**src/rtl/inst_fetch_pkg.sv**
```systemverilog
// Shared definitions for the instruction sequencer: depth, opcode field, END opcode, FSM encoding.
// CNT_INST_MAX may be overridden on the command line; it sets the number of valid instruction words.
`ifndef CNT_INST_MAX
`define CNT_INST_MAX 16
`endif

package inst_fetch_pkg;

  localparam int         INST_W_DEF     = 12;
  localparam int         ADDR_W_DEF     = 8;
  localparam int         INST_DEPTH_DEF = `CNT_INST_MAX;
  localparam logic [3:0] END_OP_DEF     = 4'hF;

  // Opcode sits in the top nibble, operand in the low byte.
  localparam int OP_MSB   = 11;
  localparam int OP_LSB   = 8;
  localparam int OPND_MSB = 7;
  localparam int OPND_LSB = 0;

  typedef enum logic [1:0] {
    IDLE  = 2'd0,
    FETCH = 2'd1,
    ISSUE = 2'd2,
    DONE  = 2'd3
  } fetch_state_t;

endpackage

```
**src/rtl/inst_fetch.sv**
```systemverilog
// Instruction sequencer feeding the polar decoder datapath over a valid/ready handshake.
// Optional back-to-back issue during a handshake is enabled with INST_FETCH_PREFETCH_EN.
module inst_fetch
  import inst_fetch_pkg::*;
#(
  parameter int         INST_W     = INST_W_DEF,
  parameter int         ADDR_W     = ADDR_W_DEF,
  parameter int         INST_DEPTH = INST_DEPTH_DEF,
  parameter logic [3:0] END_OP     = END_OP_DEF
) (
  input  logic              clk,
  input  logic              rst,
  input  logic              start_i,
  output logic              mem_en_o,
  output logic [ADDR_W-1:0] mem_addr_o,
  input  logic [INST_W-1:0] mem_inst_i,
  output logic              inst_valid_o,
  output logic [INST_W-1:0] inst_o,
  input  logic              inst_ready_i,
  output logic              busy_o,
  output logic              done_o,
  output logic              err_o
);

  localparam logic [ADDR_W-1:0] LAST_ADDR = ADDR_W'(INST_DEPTH - 1);

  fetch_state_t      state_q;
  fetch_state_t      state_d;
  logic [ADDR_W-1:0] pc;
  logic [INST_W-1:0] inst_q;
  logic              err_q;
  logic              last_fetched;
  logic              fetch;
  logic              handshake;
  logic              opcode_end;
  logic              err_set;
  logic              start_acc;

  assign opcode_end = (mem_inst_i[OP_MSB:OP_LSB] == END_OP);
  assign handshake  = (state_q == ISSUE) && inst_ready_i;
  assign err_set    = handshake && last_fetched;
  assign start_acc  = (state_q == IDLE) && start_i;

  // pc saturates at the last valid address; last_fetched records that it was read.
  always_ff @(posedge clk) begin
    if (rst) begin
      state_q      <= IDLE;
      pc           <= '0;
      inst_q       <= '0;
      err_q        <= 1'b0;
      last_fetched <= 1'b0;
    end else begin
      state_q <= state_d;
      if (start_acc) begin
        pc           <= '0;
        err_q        <= 1'b0;
        last_fetched <= 1'b0;
      end
      if (fetch) begin
        if (!opcode_end) inst_q <= mem_inst_i;
        if (pc == LAST_ADDR) last_fetched <= 1'b1;
        else                 pc           <= pc + 1'b1;
      end
      if (err_set) err_q <= 1'b1;
    end
  end

  always_comb begin
    state_d = state_q;
    fetch   = 1'b0;
    unique case (state_q)
      IDLE: if (start_i) state_d = FETCH;
      FETCH: begin
        fetch   = 1'b1;
        state_d = opcode_end ? DONE : ISSUE;
      end
      ISSUE: begin
        if (handshake) begin
          if (last_fetched) begin
            state_d = DONE;
          end else begin
`ifdef INST_FETCH_PREFETCH_EN
            fetch   = 1'b1;
            state_d = opcode_end ? DONE : ISSUE;
`else
            state_d = FETCH;
`endif
          end
        end
      end
      DONE: state_d = IDLE;
      default: state_d = IDLE;
    endcase
  end

  always_comb begin
    mem_en_o     = fetch;
    mem_addr_o   = pc;
    inst_valid_o = (state_q == ISSUE);
    inst_o       = inst_q;
    busy_o       = (state_q != IDLE);
    done_o       = (state_q == DONE);
    err_o        = err_q;
  end

endmodule

```
**config.mk**
```make
export PLATFORM = sky130hd
export DESIGN_NAME = inst_fetch
export DESIGN_NICKNAME = d
export VERILOG_FILES = /design/src/rtl/inst_fetch_pkg.sv /design/src/rtl/inst_fetch.sv
export SDC_FILE = /design/constraint.sdc
export NUM_CORES = 1
export LEC_CHECK = 0
export CORE_ASPECT_RATIO = 0.8
export CORE_MARGIN = 4
export CORE_UTILIZATION = 35
export CTS_CLUSTER_SIZE = 28
export DETAILED_ROUTE_END_ITERATION = 6
export GPL_ROUTABILITY_DRIVEN = 0
export HOLD_SLACK_MARGIN = 0.08
export PLACE_DENSITY = 0.66
export SLEW_MARGIN = 20
export SYNTH_ARGS = -nofsm -noshare
export SYNTH_HDL_FRONTEND = slang
export SYNTH_SLANG_ARGS = --single-unit
```
**constraint.sdc**
```tcl
create_clock -name clk -period 4.05 [get_ports clk]
set_input_delay 0.81 -clock clk [delete_from_list [all_inputs] [get_ports clk]]
set_output_delay 0.81 -clock clk [all_outputs]
set_load 0.01 [all_outputs]
```
==> flow_metrics.env <==
export IMPL_grt_pass1_vias=899
export IMPL_area_delta_synth_final_pct=46.8
export IMPL_clock_path_buffers=2
export IMPL_numCtsBuffers=3
export IMPL_power_per_cell_area_nw_per_um2=355
export IMPL_final_cell_mix="clkdlybuf4s50_1 (40), dfxtp_1 (24), nor2_1 (23), mux2i_1 (9), nand3_1 (7)"
export IMPL_clkLatencyLatePin_ns=0.27
export IMPL_postLayoutCellArea_sq_um=1560
export IMPL_core_area_sq_um=2830
export IMPL_dr_total_vias=991
export IMPL_place_area_sq_um=1480
export IMPL_rsz0062_at_grt="no"
export IMPL_synth_compound_area_share_pct=15.3
export IMPL_n_fill_cell=245
export IMPL_final_period_utilization_pct=66.3
export IMPL_antenna_cells=0
export IMPL_tns_ns=0
export IMPL_ios=41
export IMPL_hold_buffers=0
export IMPL_overflow=0
export IMPL_cts_setup_buffers=0
export IMPL_clkSlewWorstSetupHoldPaths_ns=0.09
export IMPL_synthMuxAreaShare_pct=8.49
export IMPL_firstDrtPassIters=4
export IMPL_critical_path_startpoint_type="register"
export IMPL_drv_cap=0
export IMPL_period_needed_ns=2.68
export IMPL_synth_top_area_share_pct=45.3
export IMPL_synth_area_leader_cell="dfxtp_1"
export IMPL_viasPerCell=5.03
export IMPL_setup_violations=0
export IMPL_multiInputGateArea_sq_um=539
export IMPL_grt_pass1_wl_um=4310
export IMPL_cts_sinks=24
export IMPL_die_h_um=57.2
export IMPL_cp_max_fo=12
export IMPL_port_buffers=40
export IMPL_slew_headroom_pct=37.1
export IMPL_tightest_slew_ns=0.941
export IMPL_syn_cell_area_sq_um=1060
export IMPL_worstPathArrival_ns=1.87
export IMPL_synth_avg_cell_area_sq_um=8.77
export IMPL_rows=17
export IMPL_layout_commonest_cell="clkdlybuf4s50_1"
export IMPL_synth_xor_area_share_pct=0.825
export IMPL_max_freq_mhz=373
export IMPL_hold_class="register to register"
export IMPL_wl_per_cell_um=13.6
export IMPL_gr_usage_all_layers_pct=13.3
export IMPL_ctsResizeCount=0
export IMPL_criticalPathCategory="register to output pin"
export IMPL_slew_violations=0
export IMPL_fin_nets=177
export IMPL_ys_ff_latch=24
export IMPL_synth_cell_types=31
export IMPL_tritoncts="yes"
export IMPL_synth_area_leaders="dfxtp_1 (45%), mux2i_1 (8.5%), nor2_1 (8.5%)"
export IMPL_drtIter0Drc=44
export IMPL_ys_seq_area_share_pct=45.3
export IMPL_die_width_um=69.6
export IMPL_cts_root_buf="clkbuf_8"
export IMPL_synth_top_family_by_area="simple AND/OR/NAND/NOR gates"
export IMPL_finalHoldViolCount=0
export IMPL_grt_max_degree=26
export IMPL_end_kind="output pin"
export IMPL_drtAntennaViolNets=0
export IMPL_cp_required_ns=3.24
export IMPL_seqCellArea_sq_um=480
export IMPL_start_util_pct=37.5
export IMPL_die_area_sq_um=3980
export IMPL_synth_net_count=138
export IMPL_synth_adder_area_share_pct=1.18
export IMPL_run_status="finished, final reports clean"
export IMPL_ys_warn_count=0
export IMPL_drc_errors=0
export IMPL_h_tree_depth=1
export IMPL_fin_skew_ns=0.00821
export IMPL_wl_um=2690
export IMPL_synthCells=121
export IMPL_ir_drop_mv=0.198
export IMPL_synth_simple_gate_area_share_pct=24.8
export IMPL_hpwlAfterDp_um=1960
export IMPL_power_leakage_nw=0.576
export IMPL_layout_drive_gt1_share_pct=6.29
export IMPL_antenna_found_initial=0
-- report_power, final --
part | internal [mW] | switching, mW
combinational | 0.0493 | 0.0413
sequential | 0.247 | 0.00695
clock | 0.132 | 0.0768
total | 0.428 | 0.125
-- metal layers --
metal	up-vias	wire length, um	global-route usage, %
met5	-	0	0
met4	0	30	3.34
met3	2	133	4.23
met2	25	1300	21.9
met1	465	1220	17.1
li1	499	-	-
-- worst max-delay path, stage by stage (launching register included) --
cell	delay (ns)
dfxtp_1	0.38
nand2b_1	0.45
inv_1	0.24
clkdlybuf4s50_1	0.53
-- Yosys cell counts --
cell type  count
a21o_2         1
a32oi_1        2
nor2_1        24
a31oi_1        3
nand3_1        7
a21oi_1        6
a41o_4         1
dfxtp_1       24
or3_1          2
nand2_1        4
or2_2          1
nor2b_1        1
a22oi_1        1
nand4b_1       1
buf_2          2
a311oi_1       2
inv_1          5
a2bb2oi_1      1
o31ai_1        1
xor2_1         1
o21ai_0        5
and4_1         1
and2_1         3
nor4_4         1
and3_2         1
nor3_1         4
ha_1           1
mux2i_1        9
and3_1         1
nand2b_1       1
clkbuf_1       4
-- cell type report --
| class | instances | share of cell area, % |
|---|---|---|
| tap | 38 | 3.05 |
| sequential | 24 | 30.8 |
| timing repair buffer | 40 | 25.7 |
| clock inverter | 1 | 1.93 |
| multi-input combinational | 86 | 34.6 |
| clock buffer | 3 | 2.65 |
| inverter | 5 | 1.20 |
-- through the flow --
stage          worst slack (ns)  total power [mW]  instances  hold WS, ns  utilization [%]
4_1_cts                    1.38             0.557        197        0.502             55.0
6_report                   1.37             0.553        197        0.495             55.1
2_1_floorplan              2.23             0.303        121        0.482                -
3_3_place_gp               1.34             0.348        193        0.474             52.5
3_5_place_dp               1.29             0.349        193        0.486             52.5
5_1_grt                    1.20             0.579        197        0.536             55.1
-- worst paths after layout --
kind                              endpoint  slack (ns)  cells after the start       start
worst max-delay path              mem_en_o        1.37                      3  state_q[1]
worst min-delay path            inst_o[10]        0.49                      2  inst_o[10]
worst max register to register   inst_o[3]        2.23                      4  state_q[0]
worst min register to register  inst_o[10]        0.49                      2  inst_o[10]
-- flip-flops by register name (all words and copies together), names as in the netlist --
| signal | cells |
|---|---|
| state_q | 2 |
| mem_addr_o | 8 |
| err_o | 1 |
| last_fetched | 1 |
| inst_o | 12 |
-- cells by family after synthesis --
group	after synthesis
flip-flops	24
AND/OR/NAND/NOR	52
buffers and inverters	11
adder cells (fa/ha/maj)	1
AO/OA/AOI/OAI	23
multiplexers	9
XOR/XNOR	1
No activity file was read; power rests on OpenSTA's default activity.
